File: src/rtl/aes_package.sv
// aes_package: shared types and widths for the streaming AES block engine
package aes_package;
  localparam int ENGINE_CNT_W = 16;
  typedef enum logic [2:0] {IDLE, LOAD_KEY, COLLECT, COMPUTE, EMIT, DONE} aes_engine_state_e;
  typedef struct packed {
    logic start;
    logic clear;
    logic enable;
    logic mode;
    logic [ENGINE_CNT_W-1:0] nb_blocks;
    logic [31:0] ctr_init;
  } ctrl_engine_t;
  typedef struct packed {
    logic busy;
    logic done;
    logic [ENGINE_CNT_W-1:0] blk_cnt;
    aes_engine_state_e state;
  } flags_engine_t;
endpackage

File: src/rtl/aes_stream_intf.sv
// aes_stream_intf: valid/ready beat stream between streamer and engine
interface aes_stream_intf #(parameter int DATA_W = 32);
  logic valid;
  logic ready;
  logic [DATA_W-1:0] data;
  logic [DATA_W/8-1:0] strb;
  modport sink (input valid, data, output ready);
  modport source (output valid, data, strb, input ready);
endinterface

File: src/rtl/aes_beat_buffer.sv
// aes_beat_buffer: deserialises DATA_W beats into a BLOCK_W register, beat k at bits [k*DATA_W +: DATA_W]
module aes_beat_buffer #(
  parameter int DATA_W = 32,
  parameter int BLOCK_W = 128
) (
  input  logic clk,
  input  logic rst,
  input  logic clr,
  input  logic push,
  input  logic [DATA_W-1:0] beat,
  output logic [BLOCK_W-1:0] block,
  output logic last
);
  localparam int NB = BLOCK_W / DATA_W;
  localparam int IW = NB > 1 ? $clog2(NB) : 1;
  logic [IW-1:0] cnt;
  assign last = push && cnt == IW'(NB - 1);
  always_ff @(posedge clk) begin
    if (rst || clr) cnt <= '0;
    else if (push) cnt <= last ? '0 : cnt + 1'b1;
    if (push) block <= BLOCK_W'({beat, block} >> DATA_W);
  end
endmodule

File: src/rtl/aes_block_engine.sv
// aes_block_engine: streaming AddRoundKey engine (ECB/CTR) with key/data deserialisers and inline serialiser
module aes_block_engine
  import aes_package::*;
#(
  parameter int DATA_W = 32,
  parameter int BLOCK_W = 128,
  parameter int CNT_W = ENGINE_CNT_W
) (
  input  logic clk_i,
  input  logic rst_i,
  input  logic test_mode_i,
  aes_stream_intf.sink a_i,
  aes_stream_intf.sink b_i,
  aes_stream_intf.source d_o,
  input  ctrl_engine_t ctrl_i,
  output flags_engine_t flags_o
);
  localparam int NB_BEATS = BLOCK_W / DATA_W;
  localparam int EW = NB_BEATS > 1 ? $clog2(NB_BEATS) : 1;
  aes_engine_state_e state, state_n;
  logic [BLOCK_W-1:0] key, block, res, result;
  logic key_push, data_push, key_last, data_last, emit_hs, emit_last;
  logic mode, d_valid, busy, done;
  logic [CNT_W-1:0] nb, blk_cnt;
  logic [31:0] ctr;
  logic [EW-1:0] emit_cnt;
  logic [DATA_W-1:0] d_data;
  logic unused_ok;
  assign unused_ok = test_mode_i;
  assign b_i.ready = state == LOAD_KEY && ctrl_i.enable;
  assign a_i.ready = state == COLLECT && ctrl_i.enable;
  assign key_push = b_i.valid && b_i.ready;
  assign data_push = a_i.valid && a_i.ready;
  assign emit_hs = state == EMIT && d_valid && d_o.ready;
  assign emit_last = emit_hs && emit_cnt == EW'(NB_BEATS - 1);
  assign res = block ^ key ^ (mode ? BLOCK_W'(ctr) : '0);
  assign d_o.valid = d_valid;
  assign d_o.data = d_data;
  assign d_o.strb = '1;
  assign flags_o.busy = busy;
  assign flags_o.done = done;
  assign flags_o.blk_cnt = blk_cnt;
  assign flags_o.state = state;
  aes_beat_buffer #(.DATA_W(DATA_W), .BLOCK_W(BLOCK_W)) u_key (
    .clk(clk_i), .rst(rst_i), .clr(ctrl_i.clear), .push(key_push),
    .beat(b_i.data), .block(key), .last(key_last)
  );
  aes_beat_buffer #(.DATA_W(DATA_W), .BLOCK_W(BLOCK_W)) u_data (
    .clk(clk_i), .rst(rst_i), .clr(ctrl_i.clear), .push(data_push),
    .beat(a_i.data), .block(block), .last(data_last)
  );
  always_comb begin
    state_n = state;
    case (state)
      IDLE:     if (ctrl_i.start) state_n = ctrl_i.nb_blocks == '0 ? DONE : LOAD_KEY;
      LOAD_KEY: if (key_last) state_n = COLLECT;
      COLLECT:  if (data_last) state_n = COMPUTE;
      COMPUTE:  state_n = EMIT;
      EMIT:     if (emit_last) state_n = blk_cnt + CNT_W'(1) == nb ? DONE : COLLECT;
      default:  state_n = IDLE;
    endcase
    if (ctrl_i.clear) state_n = IDLE;
  end
  always_ff @(posedge clk_i) state <= rst_i ? IDLE : state_n;
  always_ff @(posedge clk_i) begin
    busy <= !rst_i && state_n != IDLE;
    done <= !rst_i && state_n == DONE;
  end
  always_ff @(posedge clk_i) begin
    if (rst_i) begin
      d_valid <= 1'b0;
      d_data <= '0;
      emit_cnt <= '0;
      blk_cnt <= '0;
    end else if (ctrl_i.clear) begin
      d_valid <= 1'b0;
      emit_cnt <= '0;
      blk_cnt <= '0;
    end else begin
      if (state == IDLE && ctrl_i.start) begin
        mode <= ctrl_i.mode;
        nb <= ctrl_i.nb_blocks;
        ctr <= ctrl_i.ctr_init;
        blk_cnt <= '0;
      end
      if (state == COMPUTE) begin
        d_data <= res[DATA_W-1:0];
        result <= res >> DATA_W;
        d_valid <= 1'b1;
        emit_cnt <= '0;
      end
      if (emit_hs) begin
        d_data <= result[DATA_W-1:0];
        result <= result >> DATA_W;
        emit_cnt <= emit_cnt + 1'b1;
      end
      if (emit_last) begin
        d_valid <= 1'b0;
        emit_cnt <= '0;
        blk_cnt <= blk_cnt + 1'b1;
        ctr <= ctr + 1'b1;
      end
    end
  end
endmodule

File: src/flat_wrapper.sv
// flat-port wrapper written by rule: the top's interface ports become plain ports
module aes_block_engine_flat import aes_package::*;
#(
  parameter int DATA_W = 32,
  parameter int BLOCK_W = 128,
  parameter int CNT_W = ENGINE_CNT_W
)
  (clk_i, rst_i, test_mode_i, ctrl_i, flags_o, a_i_valid, a_i_data, a_i_ready, b_i_valid, b_i_data, b_i_ready, d_o_valid, d_o_data, d_o_strb, d_o_ready);
  aes_stream_intf #(.DATA_W(DATA_W)) a_i_i ();
  aes_stream_intf #(.DATA_W(DATA_W)) b_i_i ();
  aes_stream_intf #(.DATA_W(DATA_W)) d_o_i ();
  input  logic clk_i;
  input  logic rst_i;
  input  logic test_mode_i;
  input  ctrl_engine_t ctrl_i;
  output flags_engine_t flags_o;
  input wire logic [$bits(a_i_i.valid)-1:0] a_i_valid;
  input wire logic [$bits(a_i_i.data)-1:0] a_i_data;
  output wire logic [$bits(a_i_i.ready)-1:0] a_i_ready;
  input wire logic [$bits(b_i_i.valid)-1:0] b_i_valid;
  input wire logic [$bits(b_i_i.data)-1:0] b_i_data;
  output wire logic [$bits(b_i_i.ready)-1:0] b_i_ready;
  output wire logic [$bits(d_o_i.valid)-1:0] d_o_valid;
  output wire logic [$bits(d_o_i.data)-1:0] d_o_data;
  output wire logic [$bits(d_o_i.strb)-1:0] d_o_strb;
  input wire logic [$bits(d_o_i.ready)-1:0] d_o_ready;
  assign a_i_i.valid = a_i_valid;
  assign a_i_i.data = a_i_data;
  assign a_i_ready = a_i_i.ready;
  assign b_i_i.valid = b_i_valid;
  assign b_i_i.data = b_i_data;
  assign b_i_ready = b_i_i.ready;
  assign d_o_valid = d_o_i.valid;
  assign d_o_data = d_o_i.data;
  assign d_o_strb = d_o_i.strb;
  assign d_o_i.ready = d_o_ready;
  aes_block_engine #(.DATA_W(DATA_W), .BLOCK_W(BLOCK_W), .CNT_W(CNT_W)) u_core (.clk_i(clk_i), .rst_i(rst_i), .test_mode_i(test_mode_i), .a_i(a_i_i), .b_i(b_i_i), .d_o(d_o_i), .ctrl_i(ctrl_i), .flags_o(flags_o));
endmodule
File: config.mk
export PLATFORM = sky130hd
export DESIGN_NAME = aes_block_engine_flat
export DESIGN_NICKNAME = d
export VERILOG_FILES = /design/src/rtl/aes_package.sv /design/src/rtl/aes_stream_intf.sv /design/src/rtl/aes_beat_buffer.sv /design/src/rtl/aes_block_engine.sv /design/src/flat_wrapper.sv
export SDC_FILE = /design/constraint.sdc
export NUM_CORES = 1
export LEC_CHECK = 0
export ABC_AREA = 1
export CELL_PAD_IN_SITES_DETAIL_PLACEMENT = 1
export CELL_PAD_IN_SITES_GLOBAL_PLACEMENT = 1
export CORE_MARGIN = 2
export CORE_UTILIZATION = 40
export CTS_CLUSTER_SIZE = 12
export DETAILED_ROUTE_END_ITERATION = 7
export GPL_ROUTABILITY_DRIVEN = 0
export GPL_TIMING_DRIVEN = 1
export HOLD_SLACK_MARGIN = 0.15
export PLACE_DENSITY_LB_ADDON = 0.08
export SLEW_MARGIN = 30
export SYNTH_ARGS = -nofsm -noshare
export SYNTH_HDL_FRONTEND = slang
export SYNTH_SLANG_ARGS = --single-unit
File: constraint.sdc
create_clock -name clk_i -period 8.5 [get_ports clk_i]
set_input_delay 2.125 -clock clk_i [delete_from_list [all_inputs] [get_ports clk_i]]
set_output_delay 2.125 -clock clk_i [all_outputs]
set_load 0.05 [all_outputs]
==> run_results.csv <==
group,metric,value,unit
critical_path,maximum_fanout_along_the_worst_path,2,
yosys,ys_ff_latch,461,
placement,place_hpwl,27000,microns
yosys,synth-edff-count,401,
global_route,grt_remaining_overflow,0,
final_layout,cell_area_after_layout,0.0228,sq mm
yosys,yosysWarnings,0,
critical_path,critPathArrivalTime,3.75,ns
floorplan,placement_rows,79,
hold_path,min_path_cells,0,
yosys,synth_top_flop_cell,"edfxtp_1",
clock_network,cts_h_tree_lvls,2,
sta,final_setup_viols,0,
hold_path,hp-start,"u_core.u_data.block[46]",
final_layout,n_antenna_cell,0,
status,status,"completed",
critical_path,worst_flop_to_flop_path_startpoint,"u_core.state[1]",
critical_path,cell_with_the_most_instances_on_the_worst_path,"clkdlybuf4s50_1",
clock_network,numCtsBuffers,51,
final_layout,most_frequent_standard_cell_in_the_layout_excluding_fill_and_tap_cells,"edfxtp_1",
sta,layout_setup_ws,2.62,ns
global_route,grt_first_pass_wirelength,66500,microns
routing,drt_iter0_markers,693,
critical_path,rrSetupSlack,4.93,ns
placement,place_inst,2267,
sta,final-max-slew-violation-count,0,
clock_network,root_buffer,"clkbuf_16",
placement,preCtsSetupSlack,2.61,ns
final_layout,post_layout_nonfiller_instances,2362,
yosys,synthArstFlopShare,0,%
clock_network,postCtsHoldBufs,0,
floorplan,start_util,40.4,%
critical_path,crit_slowest_cell,"clkdlybuf4s50_1",
global_route,grt_antenna_before_repair,0,
placement,placement.cell_area,0.0213,sq mm
clock_network,post_cts_resized,0,
final_layout,p_r_area_growth_vs_syn,21.7,%
global_route,maximum_number_of_pins_on_one_net_before_global_route_repair,129,
routing,detail_route.vias_per_cell,4.90,
hold_path,worst_hold_path_endpoint,"u_core.u_data.block[14]",
sta,setup_repair_after_global_routing_missed_its_margin,"no",
sta,timing_hold_violations_final,0,
critical_path,critPathRequiredTime,6.38,ns
final_layout,layout-drive-gt1-share,6.50,%
clock_network,worst_path_clk_slew,0.06,ns
critical_path,worst-setup-path-type,"in -> out",
clock_network,cts_setup_buffers,0,
sta,fin_tns_setup,0,ns
critical_path,cp_cell_sequence,"clkdlybuf4s50_1 -> inv_1 -> nor4_1 -> clkdlybuf4s50_1",
routing,via_total_after_detailed_routing,11585,
sta,clock-skew-final,0.0184,ns
sta,slew_headroom,45.6,%
hold_path,hold_removal_path_class,"reg -> reg",
sta,final_critical_path_share_of_the_clock_period,69.2,%
critical_path,worst_path_largest_cell_delay,0.88,ns
critical_path,worst_r2r_endpoint,"u_core.busy",
clock_network,worstSkewPairLatency,0.60,ns
sta,timing_worst_slew_pin_value,0.816,ns
routing,total_iterations_of_the_first_detailed_routing_run,5,
floorplan,die_area,0.0487,sq mm
sta,min_period,5.88,ns
clock_network,clock_sinks,461,
critical_path,cp-end-kind,"output pin",
power_and_ir_drop,power.static_leakage,7.85,nW
critical_path,critical_path.startpoint_type,"input pin",
routing,routed_wire_length_per_instance,18.3,microns
global_route,number_of_global_route_vias_before_repair,11933,
yosys,synthDistinctLibCells,37,
sta,whs,0.467,ns
flow_run,max_cap_violations,0,
sta,max_clock_freq,170,MHz
routing,routed_wire_length,43300,microns
critical_path,r2r.worst_path.cells,14,
yosys,netlist_area,0.0188,sq mm
power_and_ir_drop,pwr_density_cell,206,mW/mm^2
clock_network,clockBufferDepth,3,
power_and_ir_drop,peakVddDrop,0.157,mV
final_layout,layout_common_cells,"edfxtp_1 (401), nand2_1 (334), clkdlybuf4s50_1 (176)",
floorplan,chipHeight,221,microns
final_layout,nets,1840,
floorplan,core_area,0.0465,sq mm
placement,placement.io_buffers,176,
yosys,synth_cells,1522,
yosys,yosysSeqAreaShare,70.6,%
routing,detail-route-antenna-nets,0,
floorplan,io_pins,182,
clock_network,cts_tree,"built",
routing,drc_errors,0,
floorplan,dieWidth,221,microns
yosys,synth_area_per_cell,12.3,sq um
global_route,grt_usage,18.0,%
cell type report:
cell class,instances,area (sq um)
Fill cell,4805,23600
Sequential cell,461,13200
Multi-Input combinational cell,918,4970
Timing Repair Buffer,188,1910
Clock buffer,78,1430
Tap cell,607,759
Inverter,93,369
Clock inverter,17,151
power breakdown:
| part | internal, mW | switching [mW] | total (mW) |
|---|---|---|---|
| sequential | 2.45 | 0.0112 | 2.47 |
| combinational | 0.0711 | 0.0639 | 0.135 |
| clock | 1.22 | 0.876 | 2.09 |
| total | 3.74 | 0.951 | 4.70 |
sequential cells by signal, indices dropped and copies added, names as in the netlist, 2 cells and up:
signal	flops
u_core.u_key.cnt	2
u_core.emit_cnt	2
u_core.blk_cnt	16
u_core.nb	16
u_core.u_key.block	128
u_core.d_o.data	32
u_core.result	96
u_core.ctr	32
u_core.u_data.cnt	2
u_core.u_data.block	128
u_core.state	3
cell families (layout without fill, tap and decap cells):
family                   count (synthesis)  count (layout)  synth area share (%)
AND/OR/NAND/NOR                        509             509                  11.6
flip-flops                             461             461                  70.6
AO/OA/AOI/OAI                          220             220                  6.00
XOR/XNOR                               180             180                  8.40
buffers and inverters                  146             376                  3.09
adder cells (fa/ha/maj)                  5               5                 0.333
other                                    1               4                0.0200
worst max path at each step:
stage                              to        from  slack (ns)
after floorplan           u_core.busy  ctrl_i[49]        1.07
after detailed placement    b_i_ready  ctrl_i[49]        2.61
after CTS                   b_i_ready  ctrl_i[49]        2.62
final                       b_i_ready  ctrl_i[49]        2.62
after global placement      b_i_ready  ctrl_i[49]        2.64
after global routing        b_i_ready  ctrl_i[49]        2.58
critical path, delay by kind of cell:
kind | cells | cell delay, ns
simple gates | 1 | 0.25
buf+inv | 3 | 1.38
through the flow:
step	util, %	power, mW
final	49.1	4.70
after floorplan	-	2.56
after detailed placement	45.7	2.65
after global routing	49.1	4.85
after global placement	45.6	2.65
after CTS	49.1	4.77
synthesized netlist by cell type (2+ instances only):
cell	instances	area, sq um
edfxtp_1	401	12000
nand2_1	334	1250
xnor2_1	138	1210
a21oi_1	124	621
inv_1	88	330
o21ai_0	86	430
nor2_1	68	255
dfxtp_1	60	1200
nand3_1	52	260
xor2_1	42	368
clkbuf_1	37	139
nand4_1	10	62.6
nor4_1	9	56.3
nand3b_1	8	60.1
buf_2	7	35.0
nor3_1	7	35.0
buf_4	6	45.0
nor2_2	6	37.5
ha_1	5	62.6
inv_2	5	18.8
nand2_2	5	31.3
nor2_4	4	45.0
buf_1	3	11.3
nand3_2	2	20.0
o21bai_1	2	15.0
o31ai_1	2	15.0
per-layer routing:
layer	wire length, microns	global-route usage (%)	part of all wire, %
met1	19200	23.5	44
met4	1010	6.11	2.3
met2	21200	30.7	49
met3	1870	2.67	4.3
met5	0	0	0
Power figures use the tool's default switching activity.
